### config.mk
export PLATFORM = sky130hd
export DESIGN_NAME = gio_bank
export DESIGN_NICKNAME = d
export VERILOG_FILES = /design/src/rtl/gio_pkg.sv /design/src/rtl/gio_port.sv /design/src/rtl/gio_bank.sv
export SDC_FILE = /design/constraint.sdc
export NUM_CORES = 1
export LEC_CHECK = 0
export ABC_AREA = 1
export ABC_CLOCK_PERIOD_IN_PS = 1750
export BUFFER_PORTS_ARGS = -buffer_cell sky130_fd_sc_hd__buf_2
export CORE_ASPECT_RATIO = 1.1
export CORE_UTILIZATION = 40
export DETAILED_ROUTE_END_ITERATION = 8
export GPL_TIMING_DRIVEN = 0
export PLACE_DENSITY = 0.7
export SYNTH_ARGS = -nofsm -noshare
export SYNTH_HDL_FRONTEND = slang
export SYNTH_SLANG_ARGS = --single-unit
### constraint.sdc
create_clock -name clk -period 1.75 [get_ports clk]
set_input_delay 0.0875 -clock clk [delete_from_list [all_inputs] [get_ports clk]]
set_output_delay 0.0875 -clock clk [all_outputs]
set_load 0.05 [all_outputs]
### src/rtl/gio_pkg.sv
// gio_pkg: register offsets and address stride shared by
// the GPIO bank and its per-port slices.
package gio_pkg;

    localparam logic [1:0] OFS_DATA     = 2'd0;
    localparam logic [1:0] OFS_DIR      = 2'd1;
    localparam logic [1:0] OFS_IRQ_EN   = 2'd2;
    localparam logic [1:0] OFS_IRQ_FLAG = 2'd3;

    localparam int PORT_STRIDE = 4;

endpackage

### src/rtl/gio_port.sv
// gio_port: one GPIO port - data/dir/irq-enable registers,
// input synchronizer, rising-edge detector and sticky flags.
module gio_port
    import gio_pkg::*;
#(
    parameter int WIDTH = 8
) (
    input  logic             clk,
    input  logic             rst,
    input  logic             wr_i,
    input  logic [1:0]       ofs_i,
    input  logic [WIDTH-1:0] wdata_i,
    input  logic [WIDTH-1:0] pin_i,
    output logic [WIDTH-1:0] pin_out_o,
    output logic [WIDTH-1:0] pin_oe_o,
    output logic [WIDTH-1:0] data_o,
    output logic [WIDTH-1:0] irq_en_o,
    output logic [WIDTH-1:0] irq_flag_o
);

    logic [WIDTH-1:0] out_q;
    logic [WIDTH-1:0] dir_q;
    logic [WIDTH-1:0] en_q;
    logic [WIDTH-1:0] flag_q;
    logic [WIDTH-1:0] flag_d;
    logic [WIDTH-1:0] s1_q;
    logic [WIDTH-1:0] s2_q;
    logic [WIDTH-1:0] prev_q;
    logic [WIDTH-1:0] rise;

    // History follows the synced pin even while driving, so
    // flipping DIR back to input never fakes an edge.
    assign rise = s2_q & ~prev_q & ~dir_q;

    always_comb begin
        flag_d = flag_q;
        if (wr_i && ofs_i == OFS_IRQ_FLAG)
            flag_d = flag_q & ~wdata_i;
        flag_d = flag_d | rise;
    end

    always_ff @(posedge clk or negedge rst) begin
        if (!rst) begin
            out_q  <= '0;
            dir_q  <= '0;
            en_q   <= '0;
            flag_q <= '0;
            s1_q   <= '0;
            s2_q   <= '0;
            prev_q <= '0;
        end else begin
            s1_q   <= pin_i;
            s2_q   <= s1_q;
            prev_q <= s2_q;
            flag_q <= flag_d;
            if (wr_i) begin
                case (ofs_i)
                    OFS_DATA:   out_q <= wdata_i;
                    OFS_DIR:    dir_q <= wdata_i;
                    OFS_IRQ_EN: en_q  <= wdata_i;
                    default:    ;
                endcase
            end
        end
    end

    assign pin_out_o  = out_q;
    assign pin_oe_o   = dir_q;
    assign data_o     = (dir_q & out_q) | (~dir_q & s2_q);
    assign irq_en_o   = en_q;
    assign irq_flag_o = flag_q;

endmodule

### src/rtl/gio_bank.sv
// gio_bank: bank of GPIO ports behind a byte register map,
// with registered read data and a registered interrupt line.
module gio_bank
    import gio_pkg::*;
#(
    parameter int         N_PORTS   = 2,
    parameter int         WIDTH     = 8,
    parameter logic [7:0] BASE_ADDR = 8'h10
) (
    input  logic                       clk,
    input  logic                       rst,
    input  logic [7:0]                 address,
    input  logic [7:0]                 value_in,
    input  logic                       wen,
    input  logic                       ren,
    output logic [7:0]                 value_out,
    input  logic [N_PORTS*WIDTH-1:0]   pin_in,
    output logic [N_PORTS*WIDTH-1:0]   pin_out,
    output logic [N_PORTS*WIDTH-1:0]   pin_oe,
    output logic                       irq
);

    localparam logic [8:0] SPAN = 9'(PORT_STRIDE * N_PORTS);

    logic [7:0]       rel;
    logic             hit;
    logic [2:0]       sel;
    logic [1:0]       ofs;
    logic [7:0]       rdata;
    logic [7:0]       value_out_q;
    logic             irq_q;
    logic [N_PORTS-1:0] pend;

    logic [WIDTH-1:0] dat_w  [N_PORTS];
    logic [WIDTH-1:0] dir_w  [N_PORTS];
    logic [WIDTH-1:0] en_w   [N_PORTS];
    logic [WIDTH-1:0] flag_w [N_PORTS];

    assign rel = address - BASE_ADDR;
    assign hit = (address >= BASE_ADDR) && ({1'b0, rel} < SPAN);
    assign sel = rel[4:2];
    assign ofs = rel[1:0];

    for (genvar p = 0; p < N_PORTS; p++) begin : g_port
        gio_port #(.WIDTH(WIDTH)) u_port (
            .clk        (clk),
            .rst        (rst),
            .wr_i       (wen && hit && sel == 3'(p)),
            .ofs_i      (ofs),
            .wdata_i    (value_in[WIDTH-1:0]),
            .pin_i      (pin_in[p*WIDTH +: WIDTH]),
            .pin_out_o  (pin_out[p*WIDTH +: WIDTH]),
            .pin_oe_o   (dir_w[p]),
            .data_o     (dat_w[p]),
            .irq_en_o   (en_w[p]),
            .irq_flag_o (flag_w[p])
        );
        assign pin_oe[p*WIDTH +: WIDTH] = dir_w[p];
        assign pend[p] = |(flag_w[p] & en_w[p]);
    end

    always_comb begin
        rdata = 8'h00;
        for (int p = 0; p < N_PORTS; p++) begin
            if (hit && sel == 3'(p)) begin
                case (ofs)
                    OFS_DATA:   rdata[WIDTH-1:0] = dat_w[p];
                    OFS_DIR:    rdata[WIDTH-1:0] = dir_w[p];
                    OFS_IRQ_EN: rdata[WIDTH-1:0] = en_w[p];
                    default:    rdata[WIDTH-1:0] = flag_w[p];
                endcase
            end
        end
    end

    always_ff @(posedge clk or negedge rst) begin
        if (!rst) begin
            value_out_q <= 8'h00;
            irq_q       <= 1'b0;
        end else begin
            if (ren)
                value_out_q <= rdata;
            irq_q <= |pend;
        end
    end

    assign value_out = value_out_q;
    assign irq       = irq_q;

endmodule

==> flow_summary.json, run 1 <==
{
  "status": "finished, violations left",
  "violations": "DRC",
  "cp.arrival_ps": 1130,
  "cts_hold_buffers": 18,
  "crit_path_max_fanout": 5,
  "core_area_um2": 12700,
  "cts_root_buf": "clkbuf_16",
  "yosys-top-cells-count": "nand2_1, dfrtp_1, inv_1, nand3_1, nor2_1",
  "ant_nets": 0,
  "drtIter0Drc": 328,
  "cp-start-kind": "register",
  "cts_sinks": 121,
  "cts_setup_buffers": 0,
  "ys_warn_count": 0,
  "min_period_over_period_pct": 69.69,
  "area_delta_synth_final_pct": 26.19,
  "drc": 14,
  "hold_viol_final": 0,
  "power_switching_mw": 1.765,
  "post-dp-hpwl_um": 9599,
  "final_max_slew_viol_count": 0,
  "vdd_drop_max_mv": 0.5133,
  "cp_slowest_cell": "dfrtp_1",
  "grt_max_degree": 98,
  "period_needed_ps": 1220,
  "worstHoldPathType": "input pin to register",
  "path_buf_inv": 1,
  "overflow": 0,
  "totalWireLength_um": 13830,
  "maxCapViolCount": 0,
  "drive_gt1_share_pct": 22.37,
  "wire_per_inst_um": 15.54,
  "vias": 4469,
  "drtPass1Iterations": 7,
  "fp.dieArea_um2": 13540,
  "relSlewSlack_pct": 50.05,
  "syn_inst": 607,
  "p_per_area_nw_per_um2": 1079,
  "yosysTopAreaCellShare_pct": 57.88,
  "setup.worst_path.class": "register to output port",
  "ys.flop_type": "dfrtp_1",
  "syn_nets": 643,
  "skew_ps": 10.07,
  "fillers": 1184,
  "yosysTopAreaCell": "dfrtp_1",
  "pwr-share-comb_pct": 9.7,
  "io_pins": 77,
  "worst_slew_pin_slew_ps": 745.2,
  "cts_buffers": 17,
  "synth-seq-area-share_pct": 57.88,
  "insertion_delay_ps": 420,
  "power_mw": 7.123,
  "clockBufferDepth": 2,
  "port_buffers": 75,
  "grt_use_total_pct": 21.96,
  "start_util_pct": 41.20,
  "timing.setup.tns_ps": 0,
  "grt_pass1_vias": 4441,
  "h-tree-depth": 4,
  "power_frac_clock_pct": 48.3,
  "setup_viol": 0,
  "max_stage_delay_ps": 420,
  "ys_ff_latch": 121,
  "grt_setup_unrepaired": "false",
  "synth_area_leaders": "dfrtp_1, nand2_1, nand3_1",
  "yosys.cell_types.count": 25,
  "clock.fmax_ghz": 0.8199,
  "antennaDiodeCount": 0,
  "die_w_um": 111.0,
  "clkTransAtPathRegs_ps": 60,
  "cts_tree": "done",
  "vias_per_cell": 5.021,
  "final_core_util_pct": 51.99,
  "cts_repair_resize_count": 0,
  "path_cells": "buf_2",
  "synth_edf_count": 0,
  "power.internal_mw": 5.358,
  "synthArstFlopShare_pct": 100.0,
  "p_leak_nw": 3.483,
  "pwr-share-seq_pct": 42.0,
  "cp-end-kind": "output port",
  "antenna_found_initial": 0,
  "swShare_pct": 24.78,
  "synth_area_per_cell_um2": 8.618,
  "nets": 756,
  "path_delay_family": "flip-flops",
  "worstPathRequired_ps": 1660,
  "die_y_um": 121.9,
  "r2r_slack_ps": 550,
  "syn_area_um2": 5231,
  "num_rows": 43,
  "synth_most_common_cell": "nand2_1",
  "grt_pass1_wl_um": 22490,
  "holdWs_ps": 16.20,
  "place_congestion": 0.9103
}
kinds of logic (layout without fill, tap and decap cells):
logic type	count (synthesis)	after routing	synth area share, %
flip-flops	121	121	57.88
AND/OR/NAND/NOR	368	368	30.73
AO/OA/AOI/OAI	55	55	5.980
buffers and inverters	63	189	5.405
state kept, by name (all words and copies together) (netlist names):
register / count
g_port.u_port.irq_en_o: 16
g_port.u_port.irq_flag_o: 16
g_port.u_port.pin_oe_o: 16
g_port.u_port.pin_out_o: 16
g_port.u_port.prev_q: 16
g_port.u_port.s1_q: 16
g_port.u_port.s2_q: 16
irq: 1
value_out: 8
cell usage in the layout (no fill, tap or decap), types with 5 or more instances in the layout:
master,count
or2_2,16
dfrtp_1,121
dlygate4sd3_1,18
clkbuf_16,17
nand2_2,6
nand4_1,10
nor2_1,28
nand3_1,38
o21ai_2,8
nor2_4,5
o21ai_0,27
clkinv_2,5
nand2_1,253
inv_1,45
o21ai_1,18
buf_2,81
power groups by stage:
stage          Combinational (mW)  Sequential [mW]  Clock, mW
4_1_cts                     0.695             3.00       3.50
3_5_place_dp                0.660             3.04          0
6_report                    0.689             3.00       3.44
5_1_grt                     0.751             3.01       3.64
2_1_floorplan               0.246             3.19          0
3_3_place_gp                0.645             3.04          0
layout make-up:
cell class / instances / area [um^2] / area share (%)
flip-flops and latches: 121 / 3028 / 45.87
repair buffers: 94 / 589.3 / 8.927
clock inverters: 8 / 92.59 / 1.403
clock buffers: 24 / 491.7 / 7.449
well taps: 157 / 196.4 / 2.976
inverters: 48 / 180.2 / 2.729
plain buffers: 15 / 102.6 / 1.554
multi-input cells: 423 / 1921 / 29.09
tightest hold or removal path, stage by stage:
cell     delay [ps]
buf_2           100
nor2_1           50
nand4_1          90
nand3_1          80
metal layers:
| metal | share of wire (%) | GRT usage, % |
|---|---|---|
| met1 | 44 | 27.58 |
| met2 | 49 | 36.12 |
| met4 | 2.1 | 10.39 |
| met5 | 0 | 0 |
| met3 | 5.5 | 5.174 |
through the flow:
stage | cell area (um^2) | std cells | setup WS (ps)
after global routing | 6601 | 890 | 470.3
after global placement | 5803 | 839 | -889.2
final | 6601 | 890 | 530.4
after floorplan | 5231 | 607 | 487.8
after CTS | 6601 | 890 | 509.8
after detailed placement | 5837 | 840 | 182.0
path summary, 6_finish.rpt:
path | start | cells past startpoint | to
worst min-delay path | value_in[4] | 4 | g_port[1].u_port.irq_flag_o[4]
max in group asynchronous | rst | 3 | value_out[1]
worst max register to register | g_port[1].u_port.pin_oe_o[5] | 9 | value_out[5]
worst max-delay path | g_port[1].u_port.pin_oe_o[1] | 1 | pin_oe[9]
worst min register to register | g_port[0].u_port.s1_q[2] | 0 | g_port[0].u_port.s2_q[2]
min in group asynchronous | rst | 2 | g_port[1].u_port.pin_oe_o[5]
Power figures use the tool's default switching activity.
==> inputs of run 2 (changes only) <==
- ABC_CLOCK_PERIOD_IN_PS: 1750 -> 1100
- PLACE_DENSITY: 0.7 -> 0.73
- clock period: 1.75 -> 1.1 ns (I/O delays scaled with it)
==> run 2 against run 1 <==
  * The run ends with DRC, setup timing left
  * Register-to-register slack worse by 610 ps
  * Highest routed layer unchanged
  * Via count up 2.2%
  * Final area up 7.4%
  * Critical endpoint is now pin_oe[1]
  * First-iteration DRC count up 6.1%
  * Final cell count up 2.0%
==> flow_summary.json, run 2 (synthesis results as in run 1) <==
{
  "port_buffers": 75,
  "area_delta_synth_final_pct": 35.47,
  "grt_pass1_wl_um": 21970,
  "setup.worst_path.class": "register to output port",
  "insertion_delay_ps": 420,
  "post-dp-hpwl_um": 9407,
  "die_y_um": 121.9,
  "drive_gt1_share_pct": 31.16,
  "place_congestion": 0.8655,
  "drtIter0Drc": 348,
  "die_w_um": 111.0,
  "wire_per_inst_um": 15.15,
  "core_area_um2": 12700,
  "crit_path_start": "g_port[0].u_port.pin_oe_o[1]",
  "layout_common_cells": "nand2_1, dfrtp_1, buf_2, inv_1, nand3_1",
  "cp-start-kind": "register",
  "worst_slew_pin_slew_ps": 773.4,
  "start_util_pct": 41.20,
  "p_per_area_nw_per_um2": 1663,
  "vias": 4567,
  "relSlewSlack_pct": 48.16,
  "grt_max_degree": 94,
  "overflow": 0,
  "rr_startpoint": "g_port[1].u_port.pin_oe_o[4]",
  "ff2ff_path_depth": 9,
  "worstPathRequired_ps": 1040,
  "worst_slack_ps": -95.51,
  "cp.arrival_ps": 1140,
  "antennaDiodeCount": 0,
  "power_mw": 11.78,
  "dp_cells": 840,
  "num_rows": 43,
  "drtPass1Iterations": 7,
  "crit_end": "pin_oe[1]",
  "cp-end-kind": "output port",
  "fin_area_um2": 7087,
  "setup_viol": 22,
  "min_period_over_period_pct": 108.7,
  "crit_path_max_fanout": 5,
  "vdd_drop_max_mv": 0.7365,
  "cts_root_buf": "clkbuf_16",
  "drc": 12,
  "skew_ps": 7.862,
  "cts_buffers": 17,
  "timing.setup.tns_ps": -900.9,
  "cts_sinks": 121,
  "grt_use_total_pct": 21.61,
  "p_leak_nw": 3.547,
  "clock.fmax_ghz": 0.8365,
  "status": "finished, violations left",
  "violations": "DRC, setup timing",
  "clockBufferDepth": 2,
  "instances_no_fill": 908,
  "cts_tree": "done",
  "r2r_slack_ps": -60,
  "totalWireLength_um": 13760,
  "final_max_slew_viol_count": 0,
  "period_needed_ps": 1196,
  "nets": 774,
  "holdPathStages": 4,
  "postPlaceCellArea_um2": 5877,
  "grt_pass1_vias": 4340,
  "h-tree-depth": 4,
  "fp.dieArea_um2": 13540,
  "worstReg2RegEnd": "value_out[4]",
  "grt_setup_unrepaired": "true",
  "fillers": 1143,
  "worstHoldPathType": "input pin to register",
  "io_pins": 77,
  "holdWs_ps": 18.66,
  "hold_viol_final": 0,
  "clkTransAtPathRegs_ps": 50,
  "maxCapViolCount": 0,
  "ant_nets": 0,
  "antenna_found_initial": 0,
  "vias_per_cell": 5.030,
  "final_common_cell": "nand2_1"
}
-- run 2: report_power, final --
part | switching (mW) | leakage (nW) | total (mW) | internal [mW]
Sequential | 0.130 | 1.43 | 4.79 | 4.66
Clock | 1.89 | 0.305 | 5.78 | 3.88
Combinational | 0.786 | 1.81 | 1.22 | 0.429
-- run 2: critical path, stage by stage (launching register included) --
cell	delay, ps
dfrtp_2	450
buf_6	140
buf_8	140
-- run 2: worst min path at each step --
stage	start	endpoint	slack (ps)
6_report	ren	value_out[1]	20
5_1_grt	value_in[7]	g_port[0].u_port.irq_flag_o[7]	30
4_1_cts	value_in[7]	g_port[1].u_port.irq_flag_o[7]	8
3_5_place_dp	rst	g_port[1].u_port.s1_q[5]	-50
3_3_place_gp	pin_in[6]	g_port[0].u_port.s1_q[6]	160
2_1_floorplan	rst	g_port[0].u_port.irq_en_o[0]	-240
-- run 2: timing repair --
action	CTS	global route
gates resized for setup	57	33
setup buffers	0	11
pin swaps	9	25
hold buffers	25	0
endpoints found under the setup margin	39	45
endpoints found under the hold margin	155	0
-- run 2: final cells by class --
cell class                 instances  area (um^2)  area share, %
tap                              157        196.4          2.772
multi-input combinational        423         1983          27.98
clock buffer                      23        467.9          6.603
buffer                            15        102.6          1.448
sequential                       121         3068          43.29
timing repair buffer             112        943.4          13.31
inverter                          48        180.2          2.542
clock inverter                     9        145.1          2.048
-- run 2: through the flow --
step                utilization [%]  setup slack [ps]
floorplan                         -            -11.63
global placement              46.02             -1812
detailed placement            46.29            -416.8
CTS                           54.40            -36.09
global route                  55.81            -142.4
finish                        55.81            -95.51
-- run 2: routing by layer --
layer	global-route usage (%)	routed length (um)	up-vias	share of wire [%]
li1	-	-	2179	-
met1	27.49	5749	2191	42
met2	34.63	6795	164	49
met3	5.572	873	33	6.3
met4	10.56	337	0	2.5
met5	0	0	-	0
